File: src/rtl/rtc_bus_sequencer_pkg.sv
// Shared definitions for the RTC bus sequencer and the DIR_DATO mux/demux stage:
// state encodings, phase codes, default timing and the state-to-strobe decode.
package rtc_bus_pkg;

  localparam int DIV_DEF      = 32;
  localparam int T_SETUP_DEF  = 1;
  localparam int T_STROBE_DEF = 2;
  localparam int T_HOLD_DEF   = 1;
  localparam int T_GAP_DEF    = 1;

  localparam logic [2:0] ST_IDLE  = 3'b000;
  localparam logic [2:0] ST_ADDR  = 3'b001;
  localparam logic [2:0] ST_GAP   = 3'b010;
  localparam logic [2:0] ST_WDATA = 3'b011;
  localparam logic [2:0] ST_RDATA = 3'b101;
  localparam logic [2:0] ST_FIN   = 3'b110;

  typedef enum logic [3:0] {
    S_IDLE  = 4'd0,
    S_A_SET = 4'd1,
    S_A_STB = 4'd2,
    S_A_HLD = 4'd3,
    S_GAP   = 4'd4,
    S_D_SET = 4'd5,
    S_D_STB = 4'd6,
    S_D_HLD = 4'd7,
    S_FIN   = 4'd8
  } state_e;

  typedef struct packed {
    logic [2:0] status;
    logic       cs_n;
    logic       rd_n;
    logic       wr_n;
    logic       ad_n;
  } bus_out_t;

  localparam bus_out_t OUT_IDLE = '{status: ST_IDLE, cs_n: 1'b1, rd_n: 1'b1, wr_n: 1'b1, ad_n: 1'b1};

  // The address phase is always a write; only the data phase honours rd.
  function automatic bus_out_t decode_outputs(input state_e s, input logic rd);
    bus_out_t o;
    o = OUT_IDLE;
    case (s)
      S_A_SET, S_A_HLD: begin o.status = ST_ADDR; o.cs_n = 1'b0; o.ad_n = 1'b0; end
      S_A_STB:          begin o.status = ST_ADDR; o.cs_n = 1'b0; o.ad_n = 1'b0; o.wr_n = 1'b0; end
      S_GAP:            begin o.status = ST_GAP; end
      S_D_SET, S_D_HLD: begin o.status = rd ? ST_RDATA : ST_WDATA; o.cs_n = 1'b0; end
      S_D_STB: begin
        o.status = rd ? ST_RDATA : ST_WDATA;
        o.cs_n   = 1'b0;
        o.rd_n   = ~rd;
        o.wr_n   = rd;
      end
      S_FIN:   begin o.status = ST_FIN; end
      default: begin o = OUT_IDLE; end
    endcase
    return o;
  endfunction

endpackage

File: src/rtl/rtc_bus_sequencer_if.sv
// Request/strobe bundle between the transaction requester and the RTC bus sequencer.
interface rtc_bus_sequencer_if;
  logic       start;
  logic       rw;
  logic       enable_cont_32;
  logic [2:0] Status3bit;
  logic       LE;
  logic       cs_n;
  logic       rd_n;
  logic       wr_n;
  logic       ad_n;
  logic       busy;
  logic       done;

  modport master (
    output start, rw,
    input  enable_cont_32, Status3bit, LE, cs_n, rd_n, wr_n, ad_n, busy, done
  );

  modport slave (
    input  start, rw,
    output enable_cont_32, Status3bit, LE, cs_n, rd_n, wr_n, ad_n, busy, done
  );
endinterface

File: src/rtl/rtc_bus_sequencer_tick_divider.sv
// Free-running divide-by-DIV counter producing a registered 1-clock tick, plus the
// combinational look-ahead that is high in the clock just before the tick.
module tick_divider #(
  parameter int DIV = 32
) (
  input  logic i_clk,
  input  logic i_rst,
  output logic o_tick,
  output logic o_pre_tick
);
  localparam int CW = $clog2(DIV);

  logic [CW-1:0] r_cnt;
  logic          r_tick;
  logic          w_pre_tick;

  assign w_pre_tick = (r_cnt == CW'(DIV - 1));
  assign o_pre_tick = w_pre_tick;
  assign o_tick     = r_tick;

  // Counter wraps naturally; tick is the registered terminal count.
  always_ff @(posedge i_clk or posedge i_rst) begin
    if (i_rst) begin
      r_cnt  <= '0;
      r_tick <= 1'b0;
    end else begin
      r_cnt  <= r_cnt + CW'(1);
      r_tick <= w_pre_tick;
    end
  end
endmodule

File: src/rtl/rtc_bus_sequencer.sv
// Tick-paced sequencer issuing one address+data transaction on the multiplexed RTC
// bus per accepted start request.
module rtc_bus_sequencer
  import rtc_bus_pkg::*;
#(
  parameter int DIV      = DIV_DEF,
  parameter int T_SETUP  = T_SETUP_DEF,
  parameter int T_STROBE = T_STROBE_DEF,
  parameter int T_HOLD   = T_HOLD_DEF,
  parameter int T_GAP    = T_GAP_DEF
) (
  input logic               reloj,
  input logic               resetM,
  rtc_bus_sequencer_if.slave bus
);
  localparam int T_MAX_A = (T_SETUP > T_STROBE) ? T_SETUP : T_STROBE;
  localparam int T_MAX_B = (T_HOLD > T_GAP) ? T_HOLD : T_GAP;
  localparam int T_MAX   = (T_MAX_A > T_MAX_B) ? T_MAX_A : T_MAX_B;
  localparam int SEG_W   = $clog2(T_MAX + 1);

  if (T_SETUP < 1 || T_STROBE < 1 || T_HOLD < 1 || T_GAP < 1) begin : g_bad_timing
    $error("rtc_bus_sequencer: every T_* parameter must be at least 1");
  end
  if (DIV < 4 || (DIV & (DIV - 1)) != 0) begin : g_bad_div
    $error("rtc_bus_sequencer: DIV must be a power of two and at least 4");
  end

  state_e           r_state;
  state_e           w_nxt_state;
  logic [SEG_W-1:0] r_seg;
  logic [SEG_W-1:0] w_nxt_seg;
  logic             w_seg_last;
  logic             w_tick;
  logic             w_pre_tick;
  logic             w_accept;
  logic             r_rw;
  logic             r_pending;
  logic             r_busy;
  logic             r_done;
  logic             r_le;
  bus_out_t         r_out;

  tick_divider #(.DIV(DIV)) u_tick (
    .i_clk      (reloj),
    .i_rst      (resetM),
    .o_tick     (w_tick),
    .o_pre_tick (w_pre_tick)
  );

  assign w_accept = bus.start && (r_state == S_IDLE) && !r_pending && !r_busy;

  // Last tick of the current segment, per state duration.
  always_comb begin
    w_seg_last = 1'b1;
    case (r_state)
      S_A_SET, S_D_SET: w_seg_last = (r_seg == SEG_W'(T_SETUP - 1));
      S_A_STB, S_D_STB: w_seg_last = (r_seg == SEG_W'(T_STROBE - 1));
      S_A_HLD, S_D_HLD: w_seg_last = (r_seg == SEG_W'(T_HOLD - 1));
      S_GAP:            w_seg_last = (r_seg == SEG_W'(T_GAP - 1));
      default:          w_seg_last = 1'b1;
    endcase
  end

  // Next state and segment count; nothing moves except on tick clocks.
  always_comb begin
    w_nxt_state = r_state;
    w_nxt_seg   = r_seg;
    if (!w_tick) begin
      w_nxt_state = r_state;
    end else if (r_state == S_IDLE) begin
      w_nxt_state = r_pending ? S_A_SET : S_IDLE;
      w_nxt_seg   = '0;
    end else if (!w_seg_last) begin
      w_nxt_seg = r_seg + SEG_W'(1);
    end else begin
      w_nxt_seg = '0;
      case (r_state)
        S_A_SET: w_nxt_state = S_A_STB;
        S_A_STB: w_nxt_state = S_A_HLD;
        S_A_HLD: w_nxt_state = S_GAP;
        S_GAP:   w_nxt_state = S_D_SET;
        S_D_SET: w_nxt_state = S_D_STB;
        S_D_STB: w_nxt_state = S_D_HLD;
        S_D_HLD: w_nxt_state = S_FIN;
        default: w_nxt_state = S_IDLE;
      endcase
    end
  end

  // State, request bookkeeping and registered bus outputs.
  always_ff @(posedge reloj or posedge resetM) begin
    if (resetM) begin
      r_state   <= S_IDLE;
      r_seg     <= '0;
      r_rw      <= 1'b0;
      r_pending <= 1'b0;
      r_busy    <= 1'b0;
      r_done    <= 1'b0;
      r_le      <= 1'b0;
      r_out     <= OUT_IDLE;
    end else begin
      r_state <= w_nxt_state;
      r_seg   <= w_nxt_seg;
      r_out   <= decode_outputs(w_nxt_state, r_rw);
      r_done  <= (w_nxt_state == S_FIN) && (r_state != S_FIN);
      // LE lands on the tick clock that closes D_STB, while rd_n is still low.
      r_le    <= w_pre_tick && (r_state == S_D_STB) && w_seg_last && r_rw;
      if (w_accept) begin
        r_pending <= 1'b1;
        r_busy    <= 1'b1;
        r_rw      <= bus.rw;
      end else begin
        if (w_tick && (r_state == S_IDLE)) r_pending <= 1'b0;
        if (w_tick && (r_state == S_FIN)) r_busy <= 1'b0;
      end
    end
  end

  assign bus.enable_cont_32 = w_tick;
  assign bus.Status3bit     = r_out.status;
  assign bus.cs_n           = r_out.cs_n;
  assign bus.rd_n           = r_out.rd_n;
  assign bus.wr_n           = r_out.wr_n;
  assign bus.ad_n           = r_out.ad_n;
  assign bus.LE             = r_le;
  assign bus.busy           = r_busy;
  assign bus.done           = r_done;
endmodule
File: src/flat_wrapper.sv
// flat-port wrapper written by rule: the top's interface ports become plain ports
module rtc_bus_sequencer_flat import rtc_bus_pkg::*;
#(
  parameter int DIV      = DIV_DEF,
  parameter int T_SETUP  = T_SETUP_DEF,
  parameter int T_STROBE = T_STROBE_DEF,
  parameter int T_HOLD   = T_HOLD_DEF,
  parameter int T_GAP    = T_GAP_DEF
)
  (reloj, resetM, bus_start, bus_rw, bus_enable_cont_32, bus_Status3bit, bus_LE, bus_cs_n, bus_rd_n, bus_wr_n, bus_ad_n, bus_busy, bus_done);
  rtc_bus_sequencer_if bus_i ();
  input logic reloj;
  input logic resetM;
  input wire logic [$bits(bus_i.start)-1:0] bus_start;
  input wire logic [$bits(bus_i.rw)-1:0] bus_rw;
  output wire logic [$bits(bus_i.enable_cont_32)-1:0] bus_enable_cont_32;
  output wire logic [$bits(bus_i.Status3bit)-1:0] bus_Status3bit;
  output wire logic [$bits(bus_i.LE)-1:0] bus_LE;
  output wire logic [$bits(bus_i.cs_n)-1:0] bus_cs_n;
  output wire logic [$bits(bus_i.rd_n)-1:0] bus_rd_n;
  output wire logic [$bits(bus_i.wr_n)-1:0] bus_wr_n;
  output wire logic [$bits(bus_i.ad_n)-1:0] bus_ad_n;
  output wire logic [$bits(bus_i.busy)-1:0] bus_busy;
  output wire logic [$bits(bus_i.done)-1:0] bus_done;
  assign bus_i.start = bus_start;
  assign bus_i.rw = bus_rw;
  assign bus_enable_cont_32 = bus_i.enable_cont_32;
  assign bus_Status3bit = bus_i.Status3bit;
  assign bus_LE = bus_i.LE;
  assign bus_cs_n = bus_i.cs_n;
  assign bus_rd_n = bus_i.rd_n;
  assign bus_wr_n = bus_i.wr_n;
  assign bus_ad_n = bus_i.ad_n;
  assign bus_busy = bus_i.busy;
  assign bus_done = bus_i.done;
  rtc_bus_sequencer #(.DIV(DIV), .T_SETUP(T_SETUP), .T_STROBE(T_STROBE), .T_HOLD(T_HOLD), .T_GAP(T_GAP)) u_core (.reloj(reloj), .resetM(resetM), .bus(bus_i));
endmodule
File: config.mk
export PLATFORM = sky130hd
export DESIGN_NAME = rtc_bus_sequencer_flat
export DESIGN_NICKNAME = d
export VERILOG_FILES = /design/src/rtl/rtc_bus_sequencer_pkg.sv /design/src/rtl/rtc_bus_sequencer_if.sv /design/src/rtl/rtc_bus_sequencer_tick_divider.sv /design/src/rtl/rtc_bus_sequencer.sv /design/src/flat_wrapper.sv
export SDC_FILE = /design/constraint.sdc
export NUM_CORES = 1
export LEC_CHECK = 0
export ABC_AREA = 1
export ABC_CLOCK_PERIOD_IN_PS = 1500
export CAP_MARGIN = 20
export CORE_MARGIN = 2
export CORE_UTILIZATION = 48
export DETAILED_ROUTE_END_ITERATION = 8
export PLACE_DENSITY = 0.71
export SLEW_MARGIN = 30
export SYNTH_ARGS = -nofsm -noshare
export SYNTH_HDL_FRONTEND = slang
export SYNTH_HIERARCHICAL = 1
export SYNTH_SLANG_ARGS = --single-unit
File: constraint.sdc
create_clock -name reloj -period 1.5 [get_ports reloj]
set_input_delay 0.225 -clock reloj [delete_from_list [all_inputs] [get_ports reloj]]
set_output_delay 0.225 -clock reloj [all_outputs]
set_load 0.03 [all_outputs]
**Yosys cells after proc, flatten, opt, wreduce, memory -nomap -nowiden**

Cells that the tools add are included.

- Bits in registers: 24
- Input port bits: 4
- Output and inout port bits: 11
- Word-level logic and storage cells: 74

- $add $sub $neg: 2
- Equal/unequal tests: 19
- Mux-type cells: 18
- Bitwise gates (word level): 1
- Reduce and logical (&&, ||, !) cells: 20

Operators by type and width:

| operator | number |
|---|---|
| == test 4 x 3 -> 1 bit (second input constant) | 8 |
| one-hot mux 4 bit (7 select lines) | 1 |
| == test 4 x 2 -> 1 bit (second input constant) | 4 |
| 2-to-1 mux 4 bit | 3 |
| one-hot mux 3 bit (4 select lines) | 1 |
| logical AND 1 bit | 9 |
| == test 4 x 1 -> 1 bit (second input constant) | 2 |
| == test 4 bit (second input constant) | 2 |
| 2-to-1 mux 1 bit | 8 |
| OR reduction 3 bit | 2 |
| OR reduction 6 bit | 1 |
| adder 5 x 1 -> 5 bit (second input constant) | 1 |
| == test 5 bit (second input constant) | 1 |
| OR reduction 5 bit | 1 |
| logical NOT 4 bit | 1 |
| 2-to-1 mux 2 bit | 2 |
| inequality test 4 bit (second input constant) | 1 |
| one-hot mux 1 bit (2 select lines) | 2 |
| nonzero test 2 bit | 2 |
| 2-to-1 mux 3 bit | 1 |
| adder 2 x 1 -> 2 bit (second input constant) | 1 |
| == test 2 x 1 -> 1 bit (second input constant) | 1 |
| logical NOT 1 bit | 2 |
| logical NOT 2 bit | 1 |
| 2 further kinds | 2 |

**Longest topological paths before layout**

- Word-level depth: 9
- Depth in mapped cells: 14

**By module**

Netlist, hierarchy kept.

Modules (own cells, without submodules):

| module | instances | cells each | area each (µm²) | seq. area each (µm²) |
|---|---|---|---|---|
| rtc_bus_sequencer | 1 | 106 | 959.7 | 455.4 |
| tick_divider | 1 | 18 | 221.5 | 150.1 |

**Worst setup path after synthesis**

No wires, ideal clock.

- Path kind: reg2reg
- From: reg u_core.u_tick.r_tick (netlist: u_core/u_tick/o_tick)
- To: reg u_core.r_out, in the netlist u_core/bus.Status3bit[1]
- Arrival: 1373 ps
- Data required time: 1435 ps
- Slack: 62 ps
- Stages on the path, launching flop included: 10
- Buffers on the path: 1
- Period minus slack after synthesis: 1438 ps
- Path through: dfrtp_1 buf_2 nor2_1 a31oi_1 nand2_2 inv_2 nand2_4 inv_2 nand2_1 nand2_1

- Word-level cells in the longest chain between the ends: 4
- Elaborated cells between the ends (all ways): 12

Ends and longest elaborated chain:

| item | line | RTL |
|---|---|---|
| from (decl) | rtc_bus_sequencer_tick_divider.sv:14 | `logic r_tick;` |
| from (signal assigned) | rtc_bus_sequencer_tick_divider.sv:28 | `r_tick <= w_pre_tick;` |
| 2-to-1 mux 4 bit * | rtc_bus_sequencer.sv:68 | `if (!w_tick) begin` |
| via u_core.w_nxt_state[0] | rtc_bus_sequencer.sv:29 | `state_e w_nxt_state;` |
| == test 4 x 3 -> 1 bit (tied with other cells) | rtc_bus_sequencer_pkg.sv:44 | `case (s)` |
| OR reduction 3 bit (no source line) | n/a |  |
| one-hot mux 3 bit (4 select lines) * | rtc_bus_sequencer_pkg.sv:44 |  |
| to (signal assigned) | rtc_bus_sequencer.sv:104 | `r_out <= decode_outputs(w_nxt_state, r_rw);` |
| to (decl) | rtc_bus_sequencer.sv:41 | `bus_out_t r_out;` |

The timed path passes the listed nets; every way through them passes the cells marked *.
A chain may end at the register's enable or synchronous reset.

**Final worst setup path**

- From: reg u_core.r_state[3]
- To: reg u_core.r_out, in the netlist u_core/bus.Status3bit[1]

- Word-level cells in the longest chain between the ends: 9
- Elaborated cells between the ends (all ways): 26

Ends and longest elaborated chain:

| item | line | RTL |
|---|---|---|
| from (decl) | rtc_bus_sequencer.sv:28 | `state_e r_state;` |
| from (signal assigned) | rtc_bus_sequencer.sv:102 | `r_state <= w_nxt_state;` |
| == test 4 x 1 -> 1 bit (tied with other cells) | rtc_bus_sequencer.sv:55, rtc_bus_sequencer.sv:77 |  |
| OR reduction 5 bit (no source line) or OR reduction 2 bit (tied branches) | n/a |  |
| one-hot mux 1 bit (2 select lines) | rtc_bus_sequencer.sv:55 | `case (r_state)` |
| 2-to-1 mux 4 bit | rtc_bus_sequencer.sv:73 | `end else if (!w_seg_last) begin` |
| 2-to-1 mux 4 bit * | rtc_bus_sequencer.sv:70 | `end else if (r_state == S_IDLE) begin` |
| 2-to-1 mux 4 bit * | rtc_bus_sequencer.sv:68 |  |
| via u_core.w_nxt_state[0] | rtc_bus_sequencer.sv:29 |  |
| == test 4 x 3 -> 1 bit (tied with other cells) | rtc_bus_sequencer_pkg.sv:44 |  |
| OR reduction 3 bit (no source line) | n/a |  |
| one-hot mux 3 bit (4 select lines) * | rtc_bus_sequencer_pkg.sv:44 |  |

Marks and branches as above.

==> key figures <==
Worst setup path
  – Max incr delay on CP: 490 ps
  – Critical-path cell list: nor2_4 -> inv_2 -> nand2_4 -> nand3_4 -> nand2_2 -> nand3_2 -> nand2_4 -> inv_4 -> nand2_4 -> nand2_2 -> nand2_2 -> nand2_2
  – FF-to-FF Start: u_core/r_state[3]
  – CP Launch Point: u_core/r_state[3]
  – Startpoint Class: flop
  – Crit-path max FO: 5
  – Critical path class: flop to flop
  – Most used cell, CP: nand2_2
  – Critical Path RT: 1710 ps
  – CP arrival: 1800 ps
  – Slowest cell on the critical path: dfrtp_2
  – Crit. End Element: flop

Yosys
  – Post-synthesis sequential area ratio: 0.513
  – Synth Area in Simple Gates: 0.285
  – Async set or reset register ratio after synthesis: 1.00
  – Largest family of logic cells by synthesized area: simple AND/OR/NAND/NOR gates
  – Synth warn: 6
  – Post-synthesis compound-gate area fraction: 0.0636
  – Syn_nets: 132
  – Post-synth EDFFs: 0
  – Most common flop cell mapped by yosys: dfrtp_1
  – Yosys cell types: 29
  – Avg Inst Size Synth: 9.53 sq um
  – Multiplexer area fraction after synthesis: 0.00953
  – Syn Std Cell Area: 0.00118 sq mm
  – Post-Syn Instances: 124
  – Yosys reg bits: 24
  – Post-Synth XOR/XNOR Area: 0.00742
  – Adder-cell share of the synthesized area: 0.0424

GRT
  – First-pass GRT wire length: 4.33 mm
  – GRT Resource Usage Total: 0.212
  – Total grt overflow: 0
  – Initial antenna violation count: 0
  – Pin count of the biggest net entering global routing: 19
  – Vias in the first global route: 969

Placed design
  – RePlAce Congestion: 0.855
  – DPL Wire Length: 1.87 mm
  – Setup slack at placement: -80.4 ps
  – Port buffer count: 14

Power
  – VDD IR max: 0.704 mV
  – PwrDens: 581 mW/mm^2
  – Internal: 760 uW
  – Leak: 0.000808 uW
  – Switching Share: 0.204
  – Clock share of power: 0.298
  – Comb pwr share: 0.024
  – Psw: 194 uW
  – Flop pwr share: 0.678

Floorplan
  – # rows: 17
  – Initial Utilization: 0.519
  – Num ports: 15
  – Die width: 53.6 microns
  – Core ar.: 0.00228 sq mm
  – Die ar.: 0.00287 sq mm
  – Die Ht: 53.6 microns

Detailed routing
  – Drt pass-1 iters: 4
  – WL/cell: 14.5 microns
  – DR iter-0 viols: 18
  – Residual DRC: 0
  – Vias per cell: 5.26
  – Vias post-DR: 989
  – Post-DRT Antenna Nets: 0
  – Routed wire length: 2.72 mm

Clock network
  – Buffer depth of the longest clock path: 2
  – CTS tree: done
  – Num Clock Sinks: 24
  – H-tree depth: 1
  – Root Driver: clkbuf_4
  – Worst skew pair latency: 310 ps
  – Number of buffers created by CTS: 3
  – Reg clk slew, reported paths: 130 ps

STA
  – Post-route setup slack: -94.7 ps
  – Final Max Tran Viols: 0
  – RSZ-0062 raised after global routing: true
  – Least-Margin Pin Slew: 316 ps
  – Clk_skew: 14.3 ps
  – Min cycle time layout: 1590 ps
  – Fmax: 627 MHz
  – Rel. slew slack: 0.790
  – Final Cycle Share: 1.06
  – Hold Slack: 140 ps
  – # setup viols final: 7
  – Final hold violation count: 0

Layout
  – Fill cell count: 165
  – Final #Nets: 169
  – Antenna Cells: 0
  – Most common cell after layout, fill and taps aside: buf_4
  – Most frequent cells in the layout: buf_4 (20), dfrtp_1 (18), nand2_2 (14), nand2_1 (12)
  – Share of cells above drive strength 1: 0.513
  – Area growth from synthesis to layout: 39.2%

Status
  – Failing checks: negative setup slack
  – Result of the run: complete, but fails checks

Flow run
  – Max-cap viol count: 0

Min path
  – Hold WC Path Type: primary input to async pin
## flip-flops by register name, summed over array words and instances (netlist names), 2 cells and up
| signal | cells |
|---|---|
| u_core/r_state | 4 |
| u_core/bus.Status3bit | 3 |
| u_core/u_tick/r_cnt | 5 |
| u_core/r_seg | 2 |
## stage by stage
stage	util	setup TNS, ps	std cells	cell area, sq um	power (uW)
CTS	0.683	-177	185	1560	961
global placement	0.622	-29.8	174	1420	682
detailed placement	0.622	-242	174	1420	683
global route	0.722	-1080	188	1640	986
floorplan	-	0	124	1180	669
finish	0.722	-383	188	1640	954
## power groups by stage
stage               sequential, uW  clock (uW)  combinational (uW)
global route                   648         312                26.6
detailed placement             659           0                24.0
global placement               659           0                22.9
CTS                            647         290                23.9
finish                         647         284                22.9
floorplan                      659           0                9.83
## area by class of cell
cell class                 instances  area [sq um]  area share
multi-input combinational         77           604       0.368
inverter                          21          91.3      0.0556
tap                               28          35.0      0.0213
clock buffer                       4          26.3      0.0160
sequential                        24           608       0.370
timing repair buffer              34           279       0.170
## worst paths after layout
kind                                                  to  slack [ps]  depth (start not counted)
worst max-delay path            u_core/bus.Status3bit[1]         -90                         12
worst min-delay path              u_core/u_tick/r_cnt[4]         140                          2
worst max register to register  u_core/bus.Status3bit[1]         -90                         12
worst min register to register    u_core/u_tick/r_cnt[0]         490                          1
max in group asynchronous                u_core/bus.rd_n         960                          3
min in group reloj                u_core/u_tick/r_cnt[0]         490                          1
## routing by layer
metal / track usage / part of all wire / vias to the layer above
li1: - / - / 473
met1: 0.254 / 0.40 / 503
met2: 0.391 / 0.58 / 11
met3: 0.0250 / 0.016 / 2
met4: 0.0769 / 0.0044 / 0
met5: 0 / 0 / -
## logic make-up after synthesis
group | count (synthesis)
AO/OA/AOI/OAI | 10
XOR/XNOR | 1
adder cells (fa/ha/maj) | 4
buffers and inverters | 23
flip-flops | 24
multiplexers | 1
AND/OR/NAND/NOR | 61
## synth_stat cells, types with 2 or more instances
master / number / share of area
nor2_1: 8 / 0.025
nand2_2: 3 / 0.016
dfstp_2: 4 / 0.089
o21ai_0: 4 / 0.017
nand4_1: 5 / 0.026
inv_1: 9 / 0.029
nand2_4: 4 / 0.038
nand3_2: 2 / 0.017
inv_2: 11 / 0.035
dfrtp_1: 20 / 0.42
nand2_1: 25 / 0.079
nand3_1: 9 / 0.038
ha_1: 4 / 0.042
## repair_timing
item                       in CTS  in global routing
resized for setup              32                 18
pin swaps                      10                 12
setup buffers                   7                  3
setup endpoints to repair      17                 10
hold buffers                    0                  0
## critical path: cells and delay by family, from the launching register on
family        cells  cell delay (ps)
simple gates     10              890
flops             1              490
buf+inv           2              100
Note: power is estimated with default switching activity, not from simulation.
